--- config.mk ---
export PLATFORM = sky130hd
export DESIGN_NAME = ncc_mem_arbiter
export DESIGN_NICKNAME = d
export VERILOG_FILES = /design/src/rtl/ncc_mem_arbiter.sv
export SDC_FILE = /design/constraint.sdc
export NUM_CORES = 1
export LEC_CHECK = 0
export ABC_CLOCK_PERIOD_IN_PS = 5400
export CAP_MARGIN = 20
export CELL_PAD_IN_SITES_DETAIL_PLACEMENT = 0
export CELL_PAD_IN_SITES_GLOBAL_PLACEMENT = 1
export CORE_MARGIN = 5
export CORE_UTILIZATION = 26
export CTS_BUF_LIST = sky130_fd_sc_hd__clkbuf_2 sky130_fd_sc_hd__clkbuf_4 sky130_fd_sc_hd__clkbuf_8
export DETAILED_ROUTE_END_ITERATION = 16
export PLACE_DENSITY_LB_ADDON = 0.1
export SLEW_MARGIN = 20
export SYNTH_ARGS = -nofsm -noshare
export SYNTH_HDL_FRONTEND = slang
export SYNTH_SLANG_ARGS = --single-unit
export TNS_END_PERCENT = 100
--- constraint.sdc ---
create_clock -name clk -period 5.4 [get_ports clk]
set_input_delay 1.08 -clock clk [delete_from_list [all_inputs] [get_ports clk]]
set_output_delay 1.08 -clock clk [all_outputs]
set_load 0.03 [all_outputs]
--- src/rtl/ncc_mem_arbiter.sv ---
// ncc_mem_arbiter: grants one of three requesters (T template read, W window read,
// R result write) access to a shared single-port memory, one burst at a time.
// Build macro ARB_ROUND_ROBIN_EN: rotate T->W->R instead of fixed priority R > W > T.
module ncc_mem_arbiter #(
  parameter int unsigned MAX_BURST = 64,
  parameter int unsigned TIMEOUT   = 255
) (
  input  logic        clk,
  input  logic        rst_n,
  input  logic        t_req,
  input  logic [6:0]  t_row,
  input  logic [6:0]  t_col,
  output logic        t_ack,
  input  logic        w_req,
  input  logic [6:0]  w_row,
  input  logic [6:0]  w_col,
  output logic        w_ack,
  input  logic        r_req,
  input  logic [6:0]  r_row,
  input  logic [6:0]  r_col,
  input  logic [31:0] r_data,
  output logic        r_ack,
  output logic        mem_req,
  output logic        mem_rd_wr,
  output logic        mem_tem_win,
  output logic [6:0]  mem_row,
  output logic [6:0]  mem_col,
  output logic [31:0] mem_wdata,
  input  logic        mem_ack,
  output logic [2:0]  grant,
  output logic        timeout_err
);

  typedef enum logic [1:0] {StIdle, StGntT, StGntW, StGntR} state_e;

  localparam logic [8:0] MaxBurst   = 9'(MAX_BURST);
  localparam logic [8:0] TimeoutCnt = 9'(TIMEOUT);

  state_e     state_q, state_d, sel;
  logic [7:0] burst_q, burst_d, wait_q, wait_d;
  logic [2:0] lock_q, lock_d, req_vec, elig, own;
  logic [8:0] burst_inc, wait_inc;
  logic       cur_req, other_pend, abort;

  // Bit order everywhere is {R, W, T}.
  assign req_vec    = {r_req, w_req, t_req};
  assign elig       = req_vec & ~lock_q;
  assign own        = {state_q == StGntR, state_q == StGntW, state_q == StGntT};
  assign grant      = own;
  assign cur_req    = |(req_vec & own);
  assign other_pend = |(elig & ~own);
  assign burst_inc  = {1'b0, burst_q} + 9'd1;
  assign wait_inc   = {1'b0, wait_q} + 9'd1;
  // This granted cycle is the TIMEOUT-th consecutive unacknowledged one.
  assign abort       = (state_q != StIdle) && cur_req && !mem_ack && (wait_inc >= TimeoutCnt);
  assign timeout_err = abort;

`ifdef ARB_ROUND_ROBIN_EN
  state_e last_q, last_d;

  // Pick the first eligible requester after the previous owner in T->W->R order.
  always_comb begin
    sel = StIdle;
    case (last_q)
      StGntT:  sel = elig[1] ? StGntW : elig[2] ? StGntR : elig[0] ? StGntT : StIdle;
      StGntW:  sel = elig[2] ? StGntR : elig[0] ? StGntT : elig[1] ? StGntW : StIdle;
      default: sel = elig[0] ? StGntT : elig[1] ? StGntW : elig[2] ? StGntR : StIdle;
    endcase
  end

  assign last_d = (state_q == StIdle && sel != StIdle) ? sel : last_q;

  // Last-owner register; resets to R so T wins the first rotation.
  always_ff @(posedge clk or negedge rst_n) begin
    if (!rst_n) last_q <= StGntR;
    else        last_q <= last_d;
  end
`else
  // Fixed priority R > W > T.
  always_comb begin
    sel = elig[2] ? StGntR : elig[1] ? StGntW : elig[0] ? StGntT : StIdle;
  end
`endif

  // Next state, burst/wait counters and abort lock.
  always_comb begin
    state_d = state_q;
    burst_d = burst_q;
    wait_d  = wait_q;
    // A lock lasts only while the aborted requester keeps its req high.
    lock_d  = lock_q & req_vec;
    if (state_q == StIdle) begin
      state_d = sel;
    end else if (!cur_req) begin
      state_d = StIdle;
    end else if (mem_ack) begin
      wait_d = '0;
      if (burst_inc >= MaxBurst && other_pend) begin
        state_d = StIdle;
      end else begin
        burst_d = (burst_inc >= MaxBurst) ? MaxBurst[7:0] : burst_inc[7:0];
      end
    end else if (abort) begin
      state_d = StIdle;
      lock_d  = lock_d | own;
    end else begin
      wait_d = wait_inc[7:0];
    end
    if (state_d != state_q) begin
      burst_d = '0;
      wait_d  = '0;
    end
  end

  // State and counter registers.
  always_ff @(posedge clk or negedge rst_n) begin
    if (!rst_n) begin
      state_q <= StIdle;
      burst_q <= '0;
      wait_q  <= '0;
      lock_q  <= '0;
    end else begin
      state_q <= state_d;
      burst_q <= burst_d;
      wait_q  <= wait_d;
      lock_q  <= lock_d;
    end
  end

  // Memory port mux and acks; mem_req depends only on state and the owner's req.
  always_comb begin
    mem_req     = 1'b0;
    mem_rd_wr   = 1'b0;
    mem_tem_win = 1'b0;
    mem_row     = '0;
    mem_col     = '0;
    mem_wdata   = '0;
    t_ack       = 1'b0;
    w_ack       = 1'b0;
    r_ack       = 1'b0;
    case (state_q)
      StGntT: begin
        mem_req = t_req;
        mem_row = t_row;
        mem_col = t_col;
        t_ack   = mem_ack;
      end
      StGntW: begin
        mem_req     = w_req;
        mem_tem_win = 1'b1;
        mem_row     = w_row;
        mem_col     = w_col;
        w_ack       = mem_ack;
      end
      StGntR: begin
        mem_req   = r_req;
        mem_rd_wr = 1'b1;
        mem_row   = r_row;
        mem_col   = r_col;
        mem_wdata = r_data;
        r_ack     = mem_ack;
      end
      default: ;
    endcase
  end

endmodule

==> metrics <==
status=finished clean; Synth top cells by count=and3_1 (34), dfrtp_1 (21), nand2_1 (20); I/O Pins=136; routed vias=2174; Die Wd=97.1 um; number of antenna repair diodes=0; Iteration-0 DRC Markers=70; worst vdd ir=0.000212 V; final setup margin=1.06 ns; final hold violations=0; Setup CP Type=input port to output port; hold crit path type=register to register; GRT overflow=0; CTS Sinks=21; fin crit share=80.4%; H-tree levels=1; area fraction in compound gates after synthesis=20.2%; Post-CTS Setup Inserts=0; post-route ant nets=0; num rows=31; # port buffers=135; endpoints failing setup=0; Place WS=1.02 ns; post-synthesis cell count=233; Tmin final=4.34 ns; total routed wirelength=7650 um; Synth async-reset ratio=100%; post-synth net total=317; initial core utilization=26.9%; Startpoint Class=input port; DRT Pass-1 Iters=4; critical-path cell with the highest stage delay=clkdlybuf4s50_1; leakage power=1.47 nW; Synth Register Bits=21; Tot GR Track Use=16.1%; CP max FO=7; met2 wire length=4040 um; xor and xnor area share after synthesis=0.444%; first-pass GRT wire length=12400 um; Max Slew Vio Count=0; crit path DAT=3.26 ns; CTS root buf=clkbuf_8; most frequent cell after synthesis=and3_1; most frequent CP cell=clkdlybuf4s50_1; RSZ-0062 raised after global routing=no; nets@finish=441; die height=97.1 um; Worst setup EP type=output port; pin count of the biggest net entering global routing=31; CTS Buffer Depth=2; netlist area before placement=1970 um2; TritonCTS buffer count=3; GP Congestion=0.731; max frequency=0.230 GHz; Top Metal Used=met4; count of different cell masters after synthesis=47; synth-to-layout area growth=72.9%; Mean Syn Cell Area=8.47 um2; Seq/Total Area, Yosys=26.6%; Detailed Place HPWL=6050 um; pwr dens=389 nW/um2; Synth Area in Adders=2.53%; main combinational cell family by area after synthesis=simple AND/OR/NAND/NOR gates; routed length on met1=3000 um; full die area=9440 um2; Core ar.=7330 um2; area of the multi-input gates=1330 um2; share of the synthesized area in the top cell type=26.6%; post-synthesis mux area share=11.9%; Clk Latency, worst-skew pair=0.27 ns; Top FF cell, synth=dfrtp_1; CTS tree=built; Worst-path clk slew=0.08 ns; Yosys warnings=0; CTS hold repair buffers=0; crit-path cells=clkdlybuf4s50_1, mux2_4, a22o_4, nor2b_4, nor3b_2, clkdlybuf4s50_1; vias in the first global route=2212; Vias/cell=4.78; max cap viols=0; fillers=730; Routed met3 length=335 um; simple-gate share of the synthesized area=32.3%; Layout Skew=0.0131 ns; Worst Path Required=4.32 ns; slowest cell delay on critical path=0.77 ns; relative max-transition margin=45.8%; share of layout cells above drive strength 1=9.83%; Slew @ Worst Pin=0.814 ns; initial antenna violation count=0; Seq. cell area=526 um2; Yosys top cell by area=dfrtp_1; EDFF count, synth=0; Wirelength per Cell=16.8 um; PostCTS Resize Cnt=0; ranking of synthesized cells by area=dfrtp_1 (27%), and3_1 (11%), mux2_2 (9.1%); # DRC=0; final hold slack=0.525 ns; setup tns final=0 ns
[logic make-up after synthesis]
logic type      Yosys count
flops                    21
simple gates            110
compound gates           53
mux                      21
buf+inv                  23
fa+ha+maj                 4
xor+xnor                  1
[layout by cell type (no fill, tap or decap), types with 6 or more instances in the layout]
cell             synthesis  routed
and3_1                  34      34
dfrtp_1                 21      21
a22o_1                  15      15
nand2_1                 20      20
nand3_1                  6       6
clkdlybuf4s50_1          0     134
a21oi_1                  8       8
o21ai_0                  8       8
mux2_2                  16      16
a21o_1                   6       6
nor2_1                  12      12
nor2b_1                  7       7
[critical path, delay by kind of cell]
family                 cells  cell delay (ns)
AOI/OAI and AO/OA          1             0.14
buffers and inverters      2             1.29
muxes                      1             0.17
and+or+nand+nor            2             0.58
[state kept, by name (all words and copies together), names as in the netlist]
register / cells
wait_q: 8
burst_q: 8
state_q: 2
lock_q: 3
[per-layer routing]
layer | global-route usage (%) | up-vias
met1 | 17.8 | 996
met5 | 0 | -
met2 | 30.2 | 63
li1 | - | 1099
met4 | 5.51 | 0
met3 | 3.45 | 16
[power by group]
part / leakage, nW / total (W) / internal [W] / switching (W)
clock: 0.0255 / 0.000109 / 0.0000516 / 0.0000576
combinational: 1.15 / 0.000987 / 0.000445 / 0.000542
sequential: 0.289 / 0.000231 / 0.000170 / 0.0000614
[through the flow]
| step | total power, W | cells | instance area, um2 | utilization [%] |
|---|---|---|---|---|
| after floorplan | 0.000853 | 233 | 1970 | - |
| after global placement | 0.00124 | 451 | 3370 | 46.0 |
| after detailed placement | 0.00124 | 451 | 3370 | 46.0 |
| after CTS | 0.00135 | 455 | 3420 | 46.6 |
| after global routing | 0.00141 | 455 | 3410 | 46.6 |
| final | 0.00133 | 455 | 3410 | 46.6 |
[worst paths after layout]
| path | end | slack, ns | cells past startpoint | start |
|---|---|---|---|---|
| setup / recovery | timeout_err | 1.06 | 6 | r_req |
| hold / removal | lock_q[0]$_DFF_PN0_ | 0.53 | 2 | lock_q[0]$_DFF_PN0_ |
| setup reg to reg | burst_q[7]$_DFFE_PN0P_ | 2.58 | 6 | state_q[1]$_DFF_PN0_ |
| hold reg to reg | lock_q[0]$_DFF_PN0_ | 0.53 | 2 | lock_q[0]$_DFF_PN0_ |
| max in group asynchronous | burst_q[7]$_DFFE_PN0P_ | 4.29 | 1 | rst_n |
| min in group asynchronous | wait_q[4]$_DFFE_PN0P_ | 0.76 | 1 | rst_n |
[layout make-up]
class	instances	area share, %
sequential	21	15.4
multi-input combinational	189	39.0
inverter	3	0.330
clock buffer	3	1.21
clock inverter	1	0.147
tap	99	3.63
timing repair buffer	139	40.3
Power figures use the tool's default switching activity.
